**config.mk**
```make
export PLATFORM = sky130hd
export DESIGN_NAME = vga_scan_ctrl
export DESIGN_NICKNAME = d
export VERILOG_FILES = /design/src/rtl/vga_pkg.sv /design/src/rtl/vga_timing_gen.sv /design/src/rtl/vga_scan_ctrl.sv
export SDC_FILE = /design/constraint.sdc
export NUM_CORES = 1
export LEC_CHECK = 0
export CAP_MARGIN = 20
export CORE_UTILIZATION = 45
export DETAILED_ROUTE_END_ITERATION = 16
export PLACE_DENSITY_LB_ADDON = 0.1
export SKIP_LAST_GASP = 1
export SLEW_MARGIN = 0
export SYNTH_ARGS = -nofsm -noshare
export SYNTH_HDL_FRONTEND = slang
export SYNTH_HIERARCHICAL = 1
export SYNTH_SLANG_ARGS = --single-unit
```
**constraint.sdc**
```tcl
create_clock -name CLK -period 2.2 [get_ports CLK]
set_input_delay 0.44 -clock CLK [delete_from_list [all_inputs] [get_ports CLK]]
set_output_delay 0.44 -clock CLK [all_outputs]
set_load 0.005 [all_outputs]
```
**src/rtl/vga_pkg.sv**
```systemverilog
// Shared 640x480@60 timing constants and 128x96 frame-buffer geometry for the VGA scan-out blocks.
package vga_pkg;

  localparam int H_VIS  = 640;
  localparam int H_FP   = 16;
  localparam int H_SYNC = 96;
  localparam int H_BP   = 48;
  localparam int V_VIS  = 480;
  localparam int V_FP   = 10;
  localparam int V_SYNC = 2;
  localparam int V_BP   = 33;

  localparam int H_TOTAL      = H_VIS + H_FP + H_SYNC + H_BP;
  localparam int V_TOTAL      = V_VIS + V_FP + V_SYNC + V_BP;
  localparam int H_SYNC_START = H_VIS + H_FP;
  localparam int H_SYNC_STOP  = H_SYNC_START + H_SYNC;
  localparam int V_SYNC_START = V_VIS + V_FP;
  localparam int V_SYNC_STOP  = V_SYNC_START + V_SYNC;

  localparam int SCALE  = 5;
  localparam int MEM_W  = 128;
  localparam int MEM_H  = 96;
  localparam int COL_W  = $clog2(MEM_W);
  localparam int ROW_W  = $clog2(MEM_H);
  localparam int ADDR_W = ROW_W + COL_W;
  localparam int H_W    = $clog2(H_TOTAL);
  localparam int V_W    = $clog2(V_TOTAL);
  localparam int SUB_W  = $clog2(SCALE);

  typedef logic [H_W-1:0]    hcnt_t;
  typedef logic [V_W-1:0]    vcnt_t;
  typedef logic [SUB_W-1:0]  sub_t;
  typedef logic [COL_W-1:0]  col_t;
  typedef logic [ROW_W-1:0]  row_t;
  typedef logic [ADDR_W-1:0] addr_t;

  localparam hcnt_t H_LAST     = hcnt_t'(H_TOTAL - 1);
  localparam hcnt_t H_VIS_END  = hcnt_t'(H_VIS);
  localparam hcnt_t H_VIS_LAST = hcnt_t'(H_VIS - 1);
  localparam hcnt_t H_HS_BEG   = hcnt_t'(H_SYNC_START);
  localparam hcnt_t H_HS_END   = hcnt_t'(H_SYNC_STOP);
  localparam vcnt_t V_LAST     = vcnt_t'(V_TOTAL - 1);
  localparam vcnt_t V_VIS_END  = vcnt_t'(V_VIS);
  localparam vcnt_t V_VIS_LAST = vcnt_t'(V_VIS - 1);
  localparam vcnt_t V_VS_BEG   = vcnt_t'(V_SYNC_START);
  localparam vcnt_t V_VS_END   = vcnt_t'(V_SYNC_STOP);
  localparam sub_t  SUB_LAST   = sub_t'(SCALE - 1);

  // First pipeline stage: blanking and sync flags travelling with the RAM address.
  typedef struct packed {
    logic vis;
    logic hs;
    logic vs;
  } s1_t;

  // MEM_W is a power of two, so row*MEM_W + col is a plain concatenation.
  function automatic addr_t pix_addr(input row_t row, input col_t col);
    return {row, col};
  endfunction

endpackage

```
**src/rtl/vga_timing_gen.sv**
```systemverilog
// Pixel-tick divider plus 800x525 h/v raster counters with visible and sync decode.
module vga_timing_gen
  import vga_pkg::*;
#(
  parameter int CLK_DIV = 2
) (
  input  logic  CLK,
  input  logic  RESET_N,
  output logic  tick,
  output hcnt_t h,
  output vcnt_t v,
  output logic  line_end,
  output logic  frame_end,
  output logic  visible,
  output logic  hsync_act,
  output logic  vsync_act
);

  localparam int DIV_W = $clog2(CLK_DIV);
  localparam logic [DIV_W-1:0] DIV_LAST = DIV_W'(CLK_DIV - 1);

  logic [DIV_W-1:0] div;

  assign tick      = (div == DIV_LAST);
  assign line_end  = (h == H_LAST);
  assign frame_end = line_end && (v == V_LAST);
  assign visible   = (h < H_VIS_END) && (v < V_VIS_END);
  assign hsync_act = (h >= H_HS_BEG) && (h < H_HS_END);
  assign vsync_act = (v >= V_VS_BEG) && (v < V_VS_END);

  // NOTE: reset is sampled on the clock edge, so it lives inside the edge-triggered block
  // rather than in the sensitivity list.
  always_ff @(posedge CLK) begin
    if (!RESET_N) begin
      div <= '0;
      h   <= '0;
      v   <= '0;
    end else begin
      div <= tick ? '0 : div + 1'b1;
      if (tick) begin
        if (line_end) begin
          h <= '0;
          v <= frame_end ? '0 : v + 1'b1;
        end else begin
          h <= h + 1'b1;
        end
      end
    end
  end

endmodule

```
**src/rtl/vga_scan_ctrl.sv**
```systemverilog
// Scan-out of the 128x96 RGB frame buffer at 5x5 upscale onto 640x480@60 VGA pins.
// Optional build macro VGA_TEST_PATTERN_EN adds PATTERN_SEL for an 8-bar colour test pattern.
module vga_scan_ctrl
  import vga_pkg::*;
#(
  parameter int CLK_DIV = 2
) (
  input  logic              CLK,
  input  logic              RESET_N,
  output logic [ADDR_W-1:0] RAM_ADDR,
  output logic              RAM_EN,
  input  logic              RED_IN,
  input  logic              GREEN_IN,
  input  logic              BLUE_IN,
`ifdef VGA_TEST_PATTERN_EN
  input  logic              PATTERN_SEL,
`endif
  output logic              VGA_RED,
  output logic              VGA_GREEN,
  output logic              VGA_BLUE,
  output logic              VGA_HSYNC,
  output logic              VGA_VSYNC,
  output logic              FRAME_START
);

  logic  tick, line_end, frame_end, visible, hsync_act, vsync_act;
  hcnt_t h;
  vcnt_t v;
  sub_t  hsub, vsub;
  col_t  col;
  row_t  row;
  s1_t   s1;
  logic [2:0] pix_rgb;

  vga_timing_gen #(.CLK_DIV(CLK_DIV)) u_timing (
    .CLK       (CLK),
    .RESET_N   (RESET_N),
    .tick      (tick),
    .h         (h),
    .v         (v),
    .line_end  (line_end),
    .frame_end (frame_end),
    .visible   (visible),
    .hsync_act (hsync_act),
    .vsync_act (vsync_act)
  );

  // Sub-pixel counters replace h/5 and v/5; row is cleared after the last visible line so
  // the address never leaves the 96 stored rows during vertical blanking.
  always_ff @(posedge CLK) begin
    if (!RESET_N) begin
      hsub <= '0;
      col  <= '0;
      vsub <= '0;
      row  <= '0;
    end else if (tick) begin
      if (line_end) begin
        hsub <= '0;
        col  <= '0;
        if (frame_end || v == V_VIS_LAST) begin
          vsub <= '0;
          row  <= '0;
        end else if (v < V_VIS_END) begin
          if (vsub == SUB_LAST) begin
            vsub <= '0;
            row  <= row + 1'b1;
          end else begin
            vsub <= vsub + 1'b1;
          end
        end
      end else if (h == H_VIS_LAST) begin
        hsub <= '0;
        col  <= '0;
      end else if (h < H_VIS_END) begin
        if (hsub == SUB_LAST) begin
          hsub <= '0;
          col  <= col + 1'b1;
        end else begin
          hsub <= hsub + 1'b1;
        end
      end
    end
  end

`ifdef VGA_TEST_PATTERN_EN
  logic [2:0] bar1;

  always_ff @(posedge CLK) begin
    if (!RESET_N) begin
      bar1 <= '0;
    end else if (tick) begin
      bar1 <= col[COL_W-1 -: 3];
    end
  end
`endif

  // NOTE: every combinational output gets a default first, so no path can infer a latch.
  always_comb begin
    pix_rgb = {RED_IN, GREEN_IN, BLUE_IN};
`ifdef VGA_TEST_PATTERN_EN
    if (PATTERN_SEL) pix_rgb = bar1;
`endif
  end

  // Stage 1 issues the address; the RAM answers one CLK later, well before stage 2's tick.
  always_ff @(posedge CLK) begin
    if (!RESET_N) begin
      RAM_ADDR    <= '0;
      RAM_EN      <= 1'b0;
      s1          <= '0;
      VGA_RED     <= 1'b0;
      VGA_GREEN   <= 1'b0;
      VGA_BLUE    <= 1'b0;
      VGA_HSYNC   <= 1'b1;
      VGA_VSYNC   <= 1'b1;
      FRAME_START <= 1'b0;
    end else begin
      RAM_EN      <= 1'b1;
      FRAME_START <= tick && (h == '0) && (v == '0);
      if (tick) begin
        RAM_ADDR <= pix_addr(row, col);
        s1       <= '{vis: visible, hs: hsync_act, vs: vsync_act};
        {VGA_RED, VGA_GREEN, VGA_BLUE} <= s1.vis ? pix_rgb : 3'b000;
        VGA_HSYNC <= ~s1.hs;
        VGA_VSYNC <= ~s1.vs;
      end
    end
  end

endmodule

```
After elaboration in Yosys (flattened, before gate mapping)
Cells that the tools add are included. W data, S select, Z words.

Register bits: 65. Bits of input ports: 5. Output and inout port bits: 21. Logic and storage cells: 77.

Add/sub/neg operators: 7. $lt $le $gt $ge: 6. Equality and inequality tests: 6. Muxes and demuxes: 18. Bitwise logic cells: 3. Reductions and logical operators: 19.

Operators by type and width (count): $mux W7 (7); $eq A10 B10 Y1 const B (3); $mux W3 (8); $add A10 B1 Y10 const B (2); $logic_not A10 Y1 (2); $lt A10 B10 Y1 const B (2); $lt A10 B9 Y1 const B (2); $mux W10 (2); $add A7 B1 Y7 const B (2); $eq A10 B9 Y1 const B (1); $ge A10 B10 Y1 const B (1); $ge A10 B9 Y1 const B (1); $add A3 B1 Y3 const B (2); $eq A3 B3 Y1 const B (2); $logic_and A1 B1 Y1 (6); $reduce_and A3 Y1 (2); $reduce_bool A3 Y1 (2); $reduce_and A2 Y1 (2); $reduce_and A4 Y1 (1); $reduce_bool A2 Y1 (2); $not A1 Y1 (3); $reduce_or A2 Y1 (1); $add A1 B1 Y1 const B (1); $logic_or A1 B1 Y1 (1); $mux W1 (1).

Depth between registers and ports, before layout
Depth in word-level cells: 5. Mapped depth: 9. Mapped depth without buffers: 8.

Cells and area by module
The synthesis kept the hierarchy.

Modules (own cells, without submodules): vga_scan_ctrl (times used 1, cells an instance 237, area an instance 2112.0 um^2, seq. area each 880.8 um^2); vga_timing_gen (times used 1, cells an instance 132, area an instance 1129.8 um^2, seq. area each 420.4 um^2).

Worst setup path before layout
Ideal clock, no wire load.

Kind: register -> register. From: register u_timing.h[6]. To: register row[0]. Setup time: 0.132 ns. Arrival time: 1.822 ns. Data required time: 2.068 ns. Path slack: 0.246 ns. Stages on the path, launching flop included: 8. Buffers on the path: 1. Period minus slack after synthesis: 1.954 ns. Path through: dfxtp_1 > or2_1 > clkbuf_1 > or3_1 > inv_1 > nand2_1 > a21oi_1 > o32ai_1.

Longest elaborated chain between the ends: 5. Elaborated cells between the ends (all ways): 7. Those cells by class: eq/ne: 1; mux: 1; reduce/logical: 5.

RTL lines: start: declaration (line vga_timing_gen.sv:10) `output hcnt_t h,`; start signal: assignment (line vga_timing_gen.sv:45) `h <= h + 1'b1;`; $eq A10 B10 Y1 * (line vga_timing_gen.sv:25) `assign line_end = (h == H_LAST);`; via line_end (line vga_scan_ctrl.sv:26) `logic tick, line_end, frame_end, visible, hsync_act, vsync_act;`; $logic_and A1 B1 Y1 (line vga_timing_gen.sv:26) `assign frame_end = line_end && (v == V_LAST);`; $logic_or A1 B1 Y1 (line vga_scan_ctrl.sv:60) `if (frame_end || v == V_VIS_LAST) begin`; $reduce_bool A2 Y1 (no line); $reduce_and A4 Y1 (no line); end signal: assignment (line vga_scan_ctrl.sv:66) `row <= row + 1'b1;`; end: declaration (line vga_scan_ctrl.sv:31) `row_t row;`.

Mark *: on every way through the listed nets, which the timed path passes. The rest lies on a longest branch. A chain may end at the register's enable or synchronous reset.

Worst setup path after layout
From: register u_timing.h[0]. To: register row[1].

The elaborated chain is that of the path after synthesis.

==> summary.txt <==
Logic synthesis
  • Synth top cells by count: dfxtp_1 (65), nor2_1 (41), nand2_1 (33)
  • Prevailing post-synth register cell: dfxtp_1
  • Sequential fraction of the synthesis area: 0.401
  • Most frequent cell after synthesis: dfxtp_1
  • Cells after Synth: 369
  • Synthesized cell area: 3240 sq um
  • Avg Inst Size Synth: 8.79 sq um
  • Yosys warnings: 6
  • Top cell type's share of synthesized area: 0.401
  • Post-synth EDFFs: 0
  • Async set-reset flop share out of synthesis: 0
  • Dominant cell type by area after synthesis: dfxtp_1
  • Seq cells post-synth: 65
  • Synthesized Nets: 384
  • Dominant cells by area after synthesis: dfxtp_1 (40%), mux2i_1 (5.2%), nor2_1 (4.7%), ha_1 (3.9%), nand3_1 (3.9%)
  • Count of different cell masters after synthesis: 60

Detailed routing
  • DRC Markers: 0
  • Via-per-instance ratio: 5.52
  • WL/cell: 13.8 microns
  • Final Routed Wirelength: 7130 microns
  • Antenna Nets Post-Route: 0
  • Starting DRT DRC Count: 127
  • Detailed Routing Iterations Pass 1: 4
  • Vias: 2855

Global routing
  • First-pass GRT wire length: 12800 microns
  • GRT overflow: 0
  • Vias in the first global route: 2707
  • Antenna violations before repair: 0
  • Total track usage: 0.217
  • Largest net degree at the start of global routing: 35

STA
  • Slew HR: 0.597
  • Worst Skew: 0.00916 ns
  • Tmin final: 2.00 ns
  • Final TNS setup: 0 ns
  • Pins over their slew limit: 0
  • Setup ws final: 0.205 ns
  • Fin. Hold Viols: 0
  • Final setup violation count: 0
  • FMAX: 0.501 GHz
  • Final period utilization: 0.907
  • Actual slew at the worst max-slew pin: 0.601 ns
  • RSZ-0062 raised after global routing: false

Floorplanning
  • Initial core utilization: 0.472
  • Num rows: 30
  • Core footprint: 6870 sq um
  • Die Span X: 86.9 microns
  • Die area: 7550 sq um
  • Die Ht: 86.9 microns
  • Io pins: 26

Finish
  • Layout area overhead: 21.4%
  • ANT cells: 0
  • Nets: 432
  • Layout Cells excl Fill: 517
  • Share of layout cells above drive strength 1: 0.133
  • FF+latch area: 1300 sq um
  • Fill cell count: 646
  • Multi-input combinational cell area: 1810 sq um

Flow run
  • Number of max-cap violations: 0

Critical path
  • Worst Path Required: 2.41 ns
  • Critical path's largest stage delay: 0.38 ns
  • Setup CP Type: register to register
  • Crit path cell chain: ha_1 > nand3_1 > or3_1 > inv_1 > nand2_1 > a21oi_1 > o22ai_1
  • Critical path's slowest cell: or3_1
  • Worst setup SP type: register
  • Largest fanout on the critical path: 10
  • Critical path arrival: 2.20 ns
  • Crit. End Element: register

Run status
  • Status: finished, final reports clean

Placed design
  • Placed Instances: 502
  • Port bufs: 25
  • HPWL after DPL: 5010 microns
  • Final GP Congestion: 0.846
  • Place WS: 0.217 ns

CTS
  • CTS tree: yes
  • Max Root-Sink Buffers: 2
  • Clock sink count: 65
  • Post-CTS Setup Repair Bufs: 0
  • Clock Pin Slew Worst Setup and Hold Paths: 0.07 ns
  • H-tree depth: 3
  • CTS buffer count: 9
  • Clock Root Buffer: clkbuf_8
  • Post-CTS sizing: 0
  • Cts hold-fix bufs: 0
  • Skew-Pair Late Insertion Delay: 0.34 ns

Pwr
  • Leakage: 1.49 nW
  • Worst VDD drop: 0.000435 V
  • PD cells: 605 nW/um^2
  • Overall power: 2.38 mW

Worst hold path
  • Worst min-delay path class: register to register
==> final timing paths <==
check	start	endpoint	slack, ns	cells after the start
worst max-delay path	u_timing/h[0]	row[1]	0.20	7
worst min register to register	VGA_RED	VGA_RED	0.46	2
worst max register to register	u_timing/h[0]	row[1]	0.20	7
worst min-delay path	VGA_RED	VGA_RED	0.46	2
==> sequential cells by signal (all words and copies together), names as in the netlist <==
register	count
RAM_ADDR	14
VGA_BLUE	1
FRAME_START	1
u_timing/h	10
s1	3
u_timing/v	10
col	7
u_timing/tick	1
RAM_EN	1
hsub	3
VGA_GREEN	1
row	7
VGA_RED	1
VGA_VSYNC	1
vsub	3
VGA_HSYNC	1
==> worst max-delay path: cells and delay by family (launching register included) <==
family                     cells  cell delay (ns)
AOI/OAI and AO/OA              2             0.44
adders and majority gates      1             0.17
buffers and inverters          1             0.22
DFF                            1             0.33
and+or+nand+nor                3             0.70
==> kinds of logic (layout without fill, tap and decap cells) <==
logic type | after synthesis | count (layout) | synth area share
fa+ha+maj | 10 | 10 | 0.0386
buf+inv | 30 | 82 | 0.0417
compound gates | 51 | 51 | 0.113
xor+xnor | 17 | 17 | 0.0459
flops | 65 | 65 | 0.401
mux | 17 | 17 | 0.0525
simple gates | 179 | 179 | 0.306
==> routing by layer <==
| metal | track usage | vias up | wire (microns) |
|---|---|---|---|
| met5 | 0 | - | 0 |
| met4 | 0.0985 | 0 | 119 |
| met3 | 0.0351 | 8 | 206 |
| met2 | 0.347 | 48 | 3290 |
| met1 | 0.287 | 1361 | 3520 |
| li1 | - | 1438 | - |
==> area by class of cell <==
cell class	instances	share of cell area
Timing Repair Buffer	53	0.117
Multi-Input combinational cell	274	0.459
Clock buffer	12	0.0394
Tap cell	96	0.0305
Clock inverter	3	0.0102
Sequential cell	65	0.331
Inverter	14	0.0134
==> cell usage in the layout, fill, tap and decap left out, drive strengths merged, types with 4 or more instances in the layout <==
| master | count |
|---|---|
| nand3b | 5 |
| clkdlybuf4s50 | 25 |
| o211ai | 7 |
| nand2b | 4 |
| a21oi | 10 |
| inv | 12 |
| clkbuf | 12 |
| nand3 | 26 |
| buf | 28 |
| nand2 | 33 |
| dfxtp | 65 |
| nor4 | 12 |
| ha | 10 |
| and3 | 5 |
| o22ai | 5 |
| nand4 | 13 |
| and2 | 6 |
| xor2 | 8 |
| a31oi | 6 |
| xnor2 | 9 |
| mux2i | 17 |
| o21ai | 9 |
| clkinv | 4 |
| o2111ai | 4 |
| and4 | 7 |
| or3 | 5 |
| nor2 | 41 |
| nor3 | 10 |
==> stage by stage <==
stage | hold slack, ns | util | instance area, sq um
floorplan | 0.449 | - | 3240
global placement | 0.450 | 0.545 | 3740
detailed placement | 0.456 | 0.545 | 3740
CTS | 0.466 | 0.573 | 3940
global route | 0.479 | 0.573 | 3940
finish | 0.461 | 0.573 | 3940
==> power by group <==
part	internal, mW	leakage [nW]	switching (mW)
Combinational	0.0648	0.859	0.0751
Clock	0.575	0.102	0.435
Sequential	1.20	0.527	0.0284
Total	1.84	1.49	0.538
(Power assumes the default switching activity.)
